$ cat src/rtl/actmap_reader_pkg.sv
// Shared GEMM constants: MEM0 activation BRAM geometry used by the data mover
// and the activation-map reader, plus the reader FSM state encoding.
package actmap_reader_pkg;

    localparam int DEF_DATA_WIDTH      = 8;
    localparam int DEF_PE_SIZE         = 14;
    localparam int DEF_MEM0_DEPTH      = 4116;
    localparam int DEF_MEM0_ADDR_WIDTH = 13;
    localparam int DEF_MEM0_DATA_WIDTH = DEF_PE_SIZE * DEF_DATA_WIDTH;

    typedef enum logic [1:0] {
        ST_IDLE  = 2'd0,
        ST_READ  = 2'd1,
        ST_DRAIN = 2'd2,
        ST_DONE  = 2'd3
    } state_t;

endpackage

$ cat src/rtl/actmap_reader_row_skid_fifo.sv
// Two-entry row FIFO between the BRAM read port and the SA ifmap stream.
module row_skid_fifo #(
    parameter int WIDTH = 112
) (
    input  logic             clk,
    input  logic             rst,
    input  logic             push,
    input  logic [WIDTH-1:0] push_data,
    input  logic             pop,
    output logic [WIDTH-1:0] data,
    output logic [1:0]       count
);

    logic [WIDTH-1:0] mem [2];
    logic             wr_ptr;
    logic             rd_ptr;
    logic             do_push;
    logic             do_pop;

    // A push into a full FIFO is dropped; the reader's issue rule never produces one.
    assign do_pop  = pop && (count != 2'd0);
    assign do_push = push && (count != 2'd2);
    assign data    = mem[rd_ptr];

    always_ff @(posedge clk) begin
        if (rst) begin
            mem[0] <= '0;
            mem[1] <= '0;
            wr_ptr <= 1'b0;
            rd_ptr <= 1'b0;
            count  <= 2'd0;
        end else begin
            if (do_push) begin
                mem[wr_ptr] <= push_data;
                wr_ptr      <= ~wr_ptr;
            end
            if (do_pop) begin
                rd_ptr <= ~rd_ptr;
            end
            case ({do_push, do_pop})
                2'b10:   count <= count + 2'd1;
                2'b01:   count <= count - 2'd1;
                default: count <= count;
            endcase
        end
    end

endmodule

$ cat src/rtl/actmap_reader.sv
// Reads len activation rows from MEM0 starting at base (wrapping at depth)
// and streams them in address order over a valid/ready row interface.
module actmap_reader
    import actmap_reader_pkg::*;
#(
    parameter int DATA_WIDTH      = DEF_DATA_WIDTH,
    parameter int PE_SIZE         = DEF_PE_SIZE,
    parameter int MEM0_DEPTH      = DEF_MEM0_DEPTH,
    parameter int MEM0_ADDR_WIDTH = DEF_MEM0_ADDR_WIDTH,
    parameter int MEM0_DATA_WIDTH = PE_SIZE * DATA_WIDTH
) (
    input  logic                       clk,
    input  logic                       rst,
    input  logic                       start_i,
    input  logic [MEM0_ADDR_WIDTH-1:0] base_addr_i,
    input  logic [MEM0_ADDR_WIDTH-1:0] len_i,
    output logic                       busy_o,
    output logic                       done_o,
    output logic [MEM0_ADDR_WIDTH-1:0] mem0_addr0,
    output logic                       mem0_ce0,
    output logic                       mem0_we0,
    input  logic [MEM0_DATA_WIDTH-1:0] mem0_q0,
    output logic [MEM0_DATA_WIDTH-1:0] row_o,
    output logic                       row_valid_o,
    input  logic                       row_ready_i,
    output logic [1:0]                 dbg_state
);

    localparam int AW = MEM0_ADDR_WIDTH;

    // Stream handshake: a row transfers in every cycle where row_valid_o and
    // row_ready_i are both 1; row_o is held while valid is 1 and ready is 0.

    state_t          state_q, state_d;
    logic [AW-1:0]   len_q;
    logic [AW-1:0]   issued_q;
    logic [AW-1:0]   popped_q;
    logic [AW-1:0]   next_addr_q;
    logic [AW-1:0]   last_addr_q;
    logic            inflight_q;
    logic [1:0]      fifo_count;
    logic            pop;
    logic            issue;
    logic [2:0]      occupancy;

    assign pop       = row_valid_o & row_ready_i;
    assign occupancy = {1'b0, fifo_count} + {2'b00, inflight_q};
    // Reserve a FIFO slot for every read whose data has not landed yet.
    assign issue     = (state_q == ST_READ) && (issued_q < len_q)
                       && ((occupancy - {2'b00, pop}) < 3'd2);

    assign mem0_ce0    = issue;
    assign mem0_we0    = 1'b0;
    assign mem0_addr0  = issue ? next_addr_q : last_addr_q;
    assign row_valid_o = (fifo_count != 2'd0);
    assign dbg_state   = state_q;

    always_comb begin
        state_d = state_q;
        done_o  = 1'b0;
        busy_o  = (state_q != ST_IDLE);
        case (state_q)
            ST_IDLE: begin
                if (start_i) begin
                    state_d = (len_i == '0) ? ST_DONE : ST_READ;
                end
            end
            ST_READ: begin
                if (issue && ((issued_q + AW'(1)) == len_q)) begin
                    state_d = ST_DRAIN;
                end
            end
            ST_DRAIN: begin
                if ((popped_q + AW'(pop)) == len_q) begin
                    state_d = ST_DONE;
                end
            end
            ST_DONE: begin
                done_o  = 1'b1;
                state_d = ST_IDLE;
            end
            default: state_d = ST_IDLE;
        endcase
    end

    always_ff @(posedge clk) begin
        if (rst) begin
            state_q     <= ST_IDLE;
            len_q       <= '0;
            issued_q    <= '0;
            popped_q    <= '0;
            next_addr_q <= '0;
            last_addr_q <= '0;
            inflight_q  <= 1'b0;
        end else begin
            state_q    <= state_d;
            inflight_q <= issue;
            if ((state_q == ST_IDLE) && start_i) begin
                len_q       <= len_i;
                next_addr_q <= base_addr_i;
                issued_q    <= '0;
                popped_q    <= '0;
            end
            if (issue) begin
                issued_q    <= issued_q + AW'(1);
                last_addr_q <= next_addr_q;
                next_addr_q <= (next_addr_q == AW'(MEM0_DEPTH - 1)) ? '0
                                                                     : next_addr_q + AW'(1);
            end
            if (pop) begin
                popped_q <= popped_q + AW'(1);
            end
        end
    end

    row_skid_fifo #(
        .WIDTH(MEM0_DATA_WIDTH)
    ) u_fifo (
        .clk       (clk),
        .rst       (rst),
        .push      (inflight_q),
        .push_data (mem0_q0),
        .pop       (pop),
        .data      (row_o),
        .count     (fifo_count)
    );

endmodule

$ cat config.mk
export PLATFORM = sky130hd
export DESIGN_NAME = actmap_reader
export DESIGN_NICKNAME = d
export VERILOG_FILES = /design/src/rtl/actmap_reader_pkg.sv /design/src/rtl/actmap_reader_row_skid_fifo.sv /design/src/rtl/actmap_reader.sv
export SDC_FILE = /design/constraint.sdc
export NUM_CORES = 1
export LEC_CHECK = 0
export BUFFER_PORTS_ARGS = -buffer_cell sky130_fd_sc_hd__buf_2
export CORE_MARGIN = 4
export CORE_UTILIZATION = 35
export DETAILED_ROUTE_END_ITERATION = 7
export GPL_TIMING_DRIVEN = 0
export PLACE_DENSITY = 0.64
export RECOVER_POWER = 50
export SLEW_MARGIN = 20
export SYNTH_ARGS = -nofsm -noshare
export SYNTH_HDL_FRONTEND = slang
export SYNTH_SLANG_ARGS = --single-unit
$ cat constraint.sdc
create_clock -name clk -period 21.4 [get_ports clk]
set_clock_uncertainty 0.2 [all_clocks]
set_input_delay 0 -clock clk [delete_from_list [all_inputs] [get_ports clk]]
set_output_delay 0 -clock clk [all_outputs]
set_load 0.02 [all_outputs]
Yosys cells after proc, flatten, opt, wreduce, memory -nomap -nowiden:

Memories as Yosys holds them, arrays and structs flattened. A register that Yosys moved wholly into a read port is not among the register bits.
Cells that the tools add are included.

* bits in registers: 72
* bits in latches: 0
* RAM bits: 224
* bits in read-only memories: 0
* input port bits: 142
* output and inout bits: 132
* word-level logic and storage cells: 75
* memories: 1

Memory list
* u_fifo.mem: words 2, width 112, read ports 1, clocked after Yosys merged registers in 1, write ports 2, RTL line actmap_reader_row_skid_fifo.sv:14 `logic [WIDTH-1:0] mem [2];`

* add/subtract/negate cells: 8
* multiply operators: 0
* div/mod/pow operators: 0
* $lt $le $gt $ge: 2
* equal/unequal tests: 12
* shift operators: 0
* mux-type cells: 24
* bitwise operators: 3
* reduce and logical (&&, ||, !) cells: 15

Operators with widths (number)
* 112-bit 2-to-1 mux: 1
* 112-bit OR reduction: 1
* 13-bit 2-to-1 mux: 7
* 13-bit by 1-bit adder with 13-bit output (second input constant): 3
* 13-bit == test: 2
* 13-bit by 1-bit adder with 13-bit output: 1
* 13-bit == test (second input constant): 1
* 13-bit zero test: 1
* 13-bit < comparator: 1
* 1-bit 2-to-1 mux: 10
* 2-bit nonzero test: 5
* 2-bit 2-to-1 mux: 4
* 2-bit one-hot mux with 4 select lines: 1
* 2-bit == test (second input constant): 3
* 1-bit logical AND: 6
* 2-bit != test (second input constant): 3
* 2-bit by 1-bit == test with 1-bit output (second input constant): 2
* 2-bit one-hot mux with 2 select lines: 1
* 2-bit by 1-bit adder with 3-bit output: 1
* 3-bit by 2-bit < comparator with 1-bit output (second input constant): 1
* 3-bit AND reduction: 1
* 3-bit by 1-bit subtractor with 3-bit output: 1
* 2-bit by 1-bit adder with 2-bit output (second input constant): 1
* 2-bit zero test: 1
* other kinds (4): 5

Longest topological paths before layout:

* depth in word-level cells: 8
* depth in mapped cells: 17
* mapped depth without buffers: 14

Cells and area by module:

A second synthesis with hierarchy kept.

* cell total of the unflattened synthesis: 1298
* area total of the unflattened synthesis: 14446.4 µm²

Modules (own cells, without submodules)
* row_skid_fifo: times used 1, cells each 745, area each 10078.4 µm², seq. area each 6826.5 µm²
* actmap_reader: times used 1, cells each 553, area each 4367.9 µm², seq. area each 1361.3 µm²

Least setup slack after synthesis:

OpenSTA, ideal clock, no wires.

* kind: reg-to-reg
* from: register u_fifo.count[1]
* to: memory u_fifo.mem[0][0], enable pin
* library setup time: 0.738 ns
* arrival: 8.398 ns
* data required time: 20.462 ns
* path slack: 12.064 ns
* stages on the path, launching flop included: 4
* buffers on the path: 0
* period minus slack after synthesis: 9.336 ns
* cell sequence: dfxtp_1 > inv_1 > o21ai_1 > o21ai_0

RTL lines
* start, declared: RTL line actmap_reader_row_skid_fifo.sv:11 `output logic [1:0] count`
* start signal, assigned: RTL line actmap_reader_row_skid_fifo.sv:41 `2'b10: count <= count + 2'd1;`
* start signal, assigned: RTL line actmap_reader_row_skid_fifo.sv:42 `2'b01: count <= count - 2'd1;`
* start signal, assigned: RTL line actmap_reader_row_skid_fifo.sv:43 `default: count <= count;`
* end, declared: RTL line actmap_reader_row_skid_fifo.sv:14

Final worst setup path:

* from: register u_fifo.count[1]
* to: register next_addr_q[2]

* word-level cells in the longest chain between the ends: 6
* elaborated cells on any way between the ends: 8
* those cells by class: add/sub: 2; order compare: 1; mux: 1; bitwise: 1; reduce/logical: 3

RTL lines
* parallel branches: the longest is 2 deep, another holds 2-bit by 1-bit adder with 3-bit output
* 3-bit by 1-bit subtractor with 3-bit output *: RTL line actmap_reader.sv:50 `&& ((occupancy - {2'b00, pop}) < 3'd2);`
* 3-bit by 2-bit < comparator with 1-bit output *: RTL line actmap_reader.sv:50
* 1-bit logical AND *: RTL line actmap_reader.sv:50
* 13-bit 2-to-1 mux / 2-bit nonzero test (equally long branches)
* end signal, assigned: RTL line actmap_reader.sv:100 `next_addr_q <= base_addr_i;`
* end signal, assigned: RTL line actmap_reader.sv:107 `next_addr_q <= (next_addr_q == AW'(MEM0_DEPTH - 1)) ? '0`
* end, declared: RTL line actmap_reader.sv:38 `logic [AW-1:0] next_addr_q;`

Every way passes the cells marked *.
A chain may end at the register's enable or synchronous reset.

==> results.json <==
{
  "worst_hold_slack_ps": 82.8,
  "grt_first_pass_wirelength_mm": 60.1,
  "critPathMostFrequentCell": "sky130_fd_sc_hd__clkbuf_1",
  "final_hold_viol_count": 0,
  "asyncSetResetFlopFracSynth_pct": 0,
  "synthFlopType": "sky130_fd_sc_hd__edfxtp_1",
  "cts_setup_buffers": 0,
  "layout.cells.most_common_list": "sky130_fd_sc_hd__buf_2 (242), sky130_fd_sc_hd__edfxtp_1 (224), sky130_fd_sc_hd__and2_1 (164), sky130_fd_sc_hd__dlygate4sd3_1 (150), sky130_fd_sc_hd__mux2_2 (113)",
  "detailedRoute.firstIterationViolations": 683,
  "cp_data_required_time_ps": 21660,
  "finalWirelength_mm": 39.0,
  "grt_pass1_vias": 11030,
  "clockRootBuffer": "sky130_fd_sc_hd__clkbuf_16",
  "drcViolationCount": 0,
  "p_int_mw": 1.25,
  "number_of_sinks_handled_by_clock_tree_synthesis": 297,
  "library_cell_with_the_largest_summed_area_after_synthesis": "sky130_fd_sc_hd__edfxtp_1",
  "final_wtd_congestion": 0.872,
  "avgSynthCellArea_um2": 11.7,
  "clock_latency_of_the_later_clocked_register_in_the_worst_skew_pair_ps": 530,
  "worst_path_dominant_cell_family": "buffers and inverters",
  "setup.worst_path.end_class": "flop",
  "achievable-frequency_ghz": 0.201,
  "layout_commonest_cell": "sky130_fd_sc_hd__buf_2",
  "post_synthesis_net_count": 1371,
  "grt_remaining_overflow": 0,
  "cp.arrival_ps": 5240,
  "cts_repair_resize_count": 0,
  "comb_power_share_pct": 30.7,
  "clkPwrFrac_pct": 29.9,
  "p_sw_mw": 0.628,
  "area_growth_syn_to_fin_pct": 33.1,
  "synthDistinctLibCells": 59,
  "htreeDepth": 2,
  "switching_share_pct": 33.4,
  "relSlewSlack_pct": -33.5,
  "fin_util_pct": 47.0,
  "peakVddDrop_mv": 0.0601,
  "min_period_ps": 4980,
  "maximum_clock_path_buffer_count": 3,
  "report.final.slew_viol_count": 14,
  "die_area_um2": 43400,
  "floorplan.core_area_um2": 39700,
  "grt_max_degree": 49,
  "dominant_cells_by_area_after_synthesis": "sky130_fd_sc_hd__edfxtp_1 (48%), sky130_fd_sc_hd__and2_1 (11%), sky130_fd_sc_hd__dfxtp_1 (10%), sky130_fd_sc_hd__mux2_2 (9.1%), sky130_fd_sc_hd__nand2_1 (2.7%)",
  "postSynthRegisterBits": 297,
  "final-setup-viol-count": 0,
  "ios": 274,
  "synth_edf_count": 224,
  "tritoncts.num_buffers": 35,
  "power.density_nw_per_um2": 101,
  "synthesis.area_um2": 14000,
  "timing.reg2reg.worst_path_depth": 18,
  "chipWidth_um": 208,
  "timing.final.crit_share_pct": 23.3,
  "route.detailed.wl_per_inst_um": 17.5,
  "grt.total_usage_pct": 17.4,
  "cp_slowest_stage_delay_ps": 590,
  "crit_path_max_fanout": 10,
  "nets": 1837,
  "start_kind": "flop",
  "detail_route.vias_per_cell": 4.84,
  "die_h_um": 208,
  "crit_buf_inv": 6,
  "port_buffers": 271,
  "crit_type": "reg -> reg",
  "worst_setup_hold_path_clk_slew_ps": 60,
  "first_pass_iters": 5,
  "via_count": 10763,
  "violated_checks": "max-capacitance violations, max-slew violations",
  "cts_tree": "done",
  "timing.critical_path.depth": 18,
  "max_slew.worst_pin.slew_ps": 1980,
  "ant_nets": 0,
  "timing.setup.tns_ps": 0,
  "worstHoldPathType": "in -> reg",
  "crit_chain": "inv_1 -> nand2_1 -> nand2_1 -> clkbuf_1 -> inv_1 -> ha_1 -> nand2b_1 -> fa_1 -> xor2_1 -> a2111oi_0 -> o211ai_1 -> nand2b_1 -> clkbuf_1 -> clkbuf_1 -> nor3b_1 -> a221oi_1 -> dlygate4sd3_1 -> nor2_1",
  "area_after_dpl_um2": 16300,
  "floorplan.rows": 73,
  "max_cap_viol_count": 1,
  "yosys_warn_count": 0,
  "seq_power_share_pct": 39.4,
  "synthesis.instances": 1202,
  "initial_utilization_pct": 35.3,
  "yosysTopAreaCellShare_pct": 47.9,
  "antenna_violations_before_repair": 9,
  "total_leakage_power_nw": 7.44,
  "postLayoutCellArea_um2": 18700,
  "synth_sequential_area_ratio_pct": 58.3,
  "run_status": "complete, but fails checks",
  "rsz0062_at_grt": "no",
  "dp.final_hpwl_mm": 26.9,
  "critical_path.slowest_cell": "sky130_fd_sc_hd__dlygate4sd3_1",
  "hold_path_depth": 4,
  "drive_above_1_share_pct": 24.6
}
==> worst min-delay path, stage by stage <==
cell                            delay (ps)
sky130_fd_sc_hd__dlygate4sd3_1         530
sky130_fd_sc_hd__buf_2                 130
sky130_fd_sc_hd__nand2_1                50
sky130_fd_sc_hd__a21oi_1                50
==> cells by family (layout without fill, tap and decap cells) <==
logic type | after synthesis | in the layout | share of synthesized area [%]
buffers and inverters | 96 | 587 | 2.63
other | 1 | 6 | 0.0267
adder cells (fa/ha/maj) | 27 | 27 | 2.46
AND/OR/NAND/NOR | 497 | 497 | 19.2
multiplexers | 120 | 120 | 9.57
flip-flops | 297 | 297 | 58.3
AO/OA/AOI/OAI | 125 | 125 | 5.37
XOR/XNOR | 39 | 39 | 2.43
==> stage by stage <==
step           total power, mW  setup WS [ps]  cells
2_1_floorplan             1.12          12060   1202
3_3_place_gp              1.31           6600   1998
3_5_place_dp              1.32          16980   2006
4_1_cts                   1.91          16410   2218
5_1_grt                   1.98          15990   2222
6_report                  1.88          16420   2223
==> path summary, 6_finish.rpt <==
check	slack [ps]	start	to
setup reg to reg	16420	u_fifo.count[1]	next_addr_q[2]
hold reg to reg	320	u_fifo.rd_ptr	u_fifo.rd_ptr
hold / removal	80	len_i[9]	len_q[9]
setup / recovery	16420	u_fifo.count[1]	next_addr_q[2]
==> power by group through the flow <==
stage               sequential [mW]  clock [mW]  combinational (mW)
floorplan                     0.753           0               0.367
global placement              0.768           0               0.545
detailed placement            0.751           0               0.566
CTS                           0.739       0.577               0.598
global route                  0.748       0.601               0.627
finish                        0.740       0.562               0.578
==> metal layers <==
layer  vias up  share of wire (%)  wire length, um  GRT usage (%)
met5         -              0.072               28              0
met4         6                2.8             1080           6.14
met3        72                6.3             2450           3.62
met2       365                 49            19000           30.0
met1      5160                 42            16400           21.6
li1       5160                  -                -              -
==> synth_stat cells, drive strengths merged (2+ instances only) <==
cell,instances
and2,238
edfxtp,224
mux2,114
nand2,100
dfxtp,73
nor2,68
clkbuf,59
a21oi,52
o21ai,32
ha,26
inv,24
xnor2,24
nand3,20
xor2,15
buf,11
nor3,11
and3,10
nor3b,9
nor4,9
a221oi,7
or3,7
a31oi,6
mux2i,6
nand4,5
a311oi,4
nand2b,4
a21o,3
nor2b,3
nor4b,3
o211ai,3
o22a,3
or2,3
a2111oi,2
a22oi,2
clkinv,2
nand3b,2
nand4b,2
o31ai,2
==> timing repair <==
item                                   4_1_cts  5_1_grt
setup endpoints to repair                    0        0
hold buffers                               150        0
endpoints found under the hold margin      276        0
==> state kept, by name, summed over array words and instances (netlist names), named ones only <==
register       cells
u_fifo.wr_ptr      1
next_addr_q       13
u_fifo.rd_ptr      1
u_fifo.mem       224
len_q             13
last_addr_q       13
popped_q          13
issued_q          13
inflight_q         1
u_fifo.count       2
dbg_state          2
==> cell type report <==
cell class                 instances  area, um^2
fill                            3658       21000
timing repair buffer             429        2890
sequential                       297        8190
multi-input combinational        809        5490
clock inverter                    15         109
tap                              525         657
buffer                            70         272
clock buffer                      47         968
inverter                          26        97.6
antenna                            5        12.5
(Power assumes the default switching activity.)
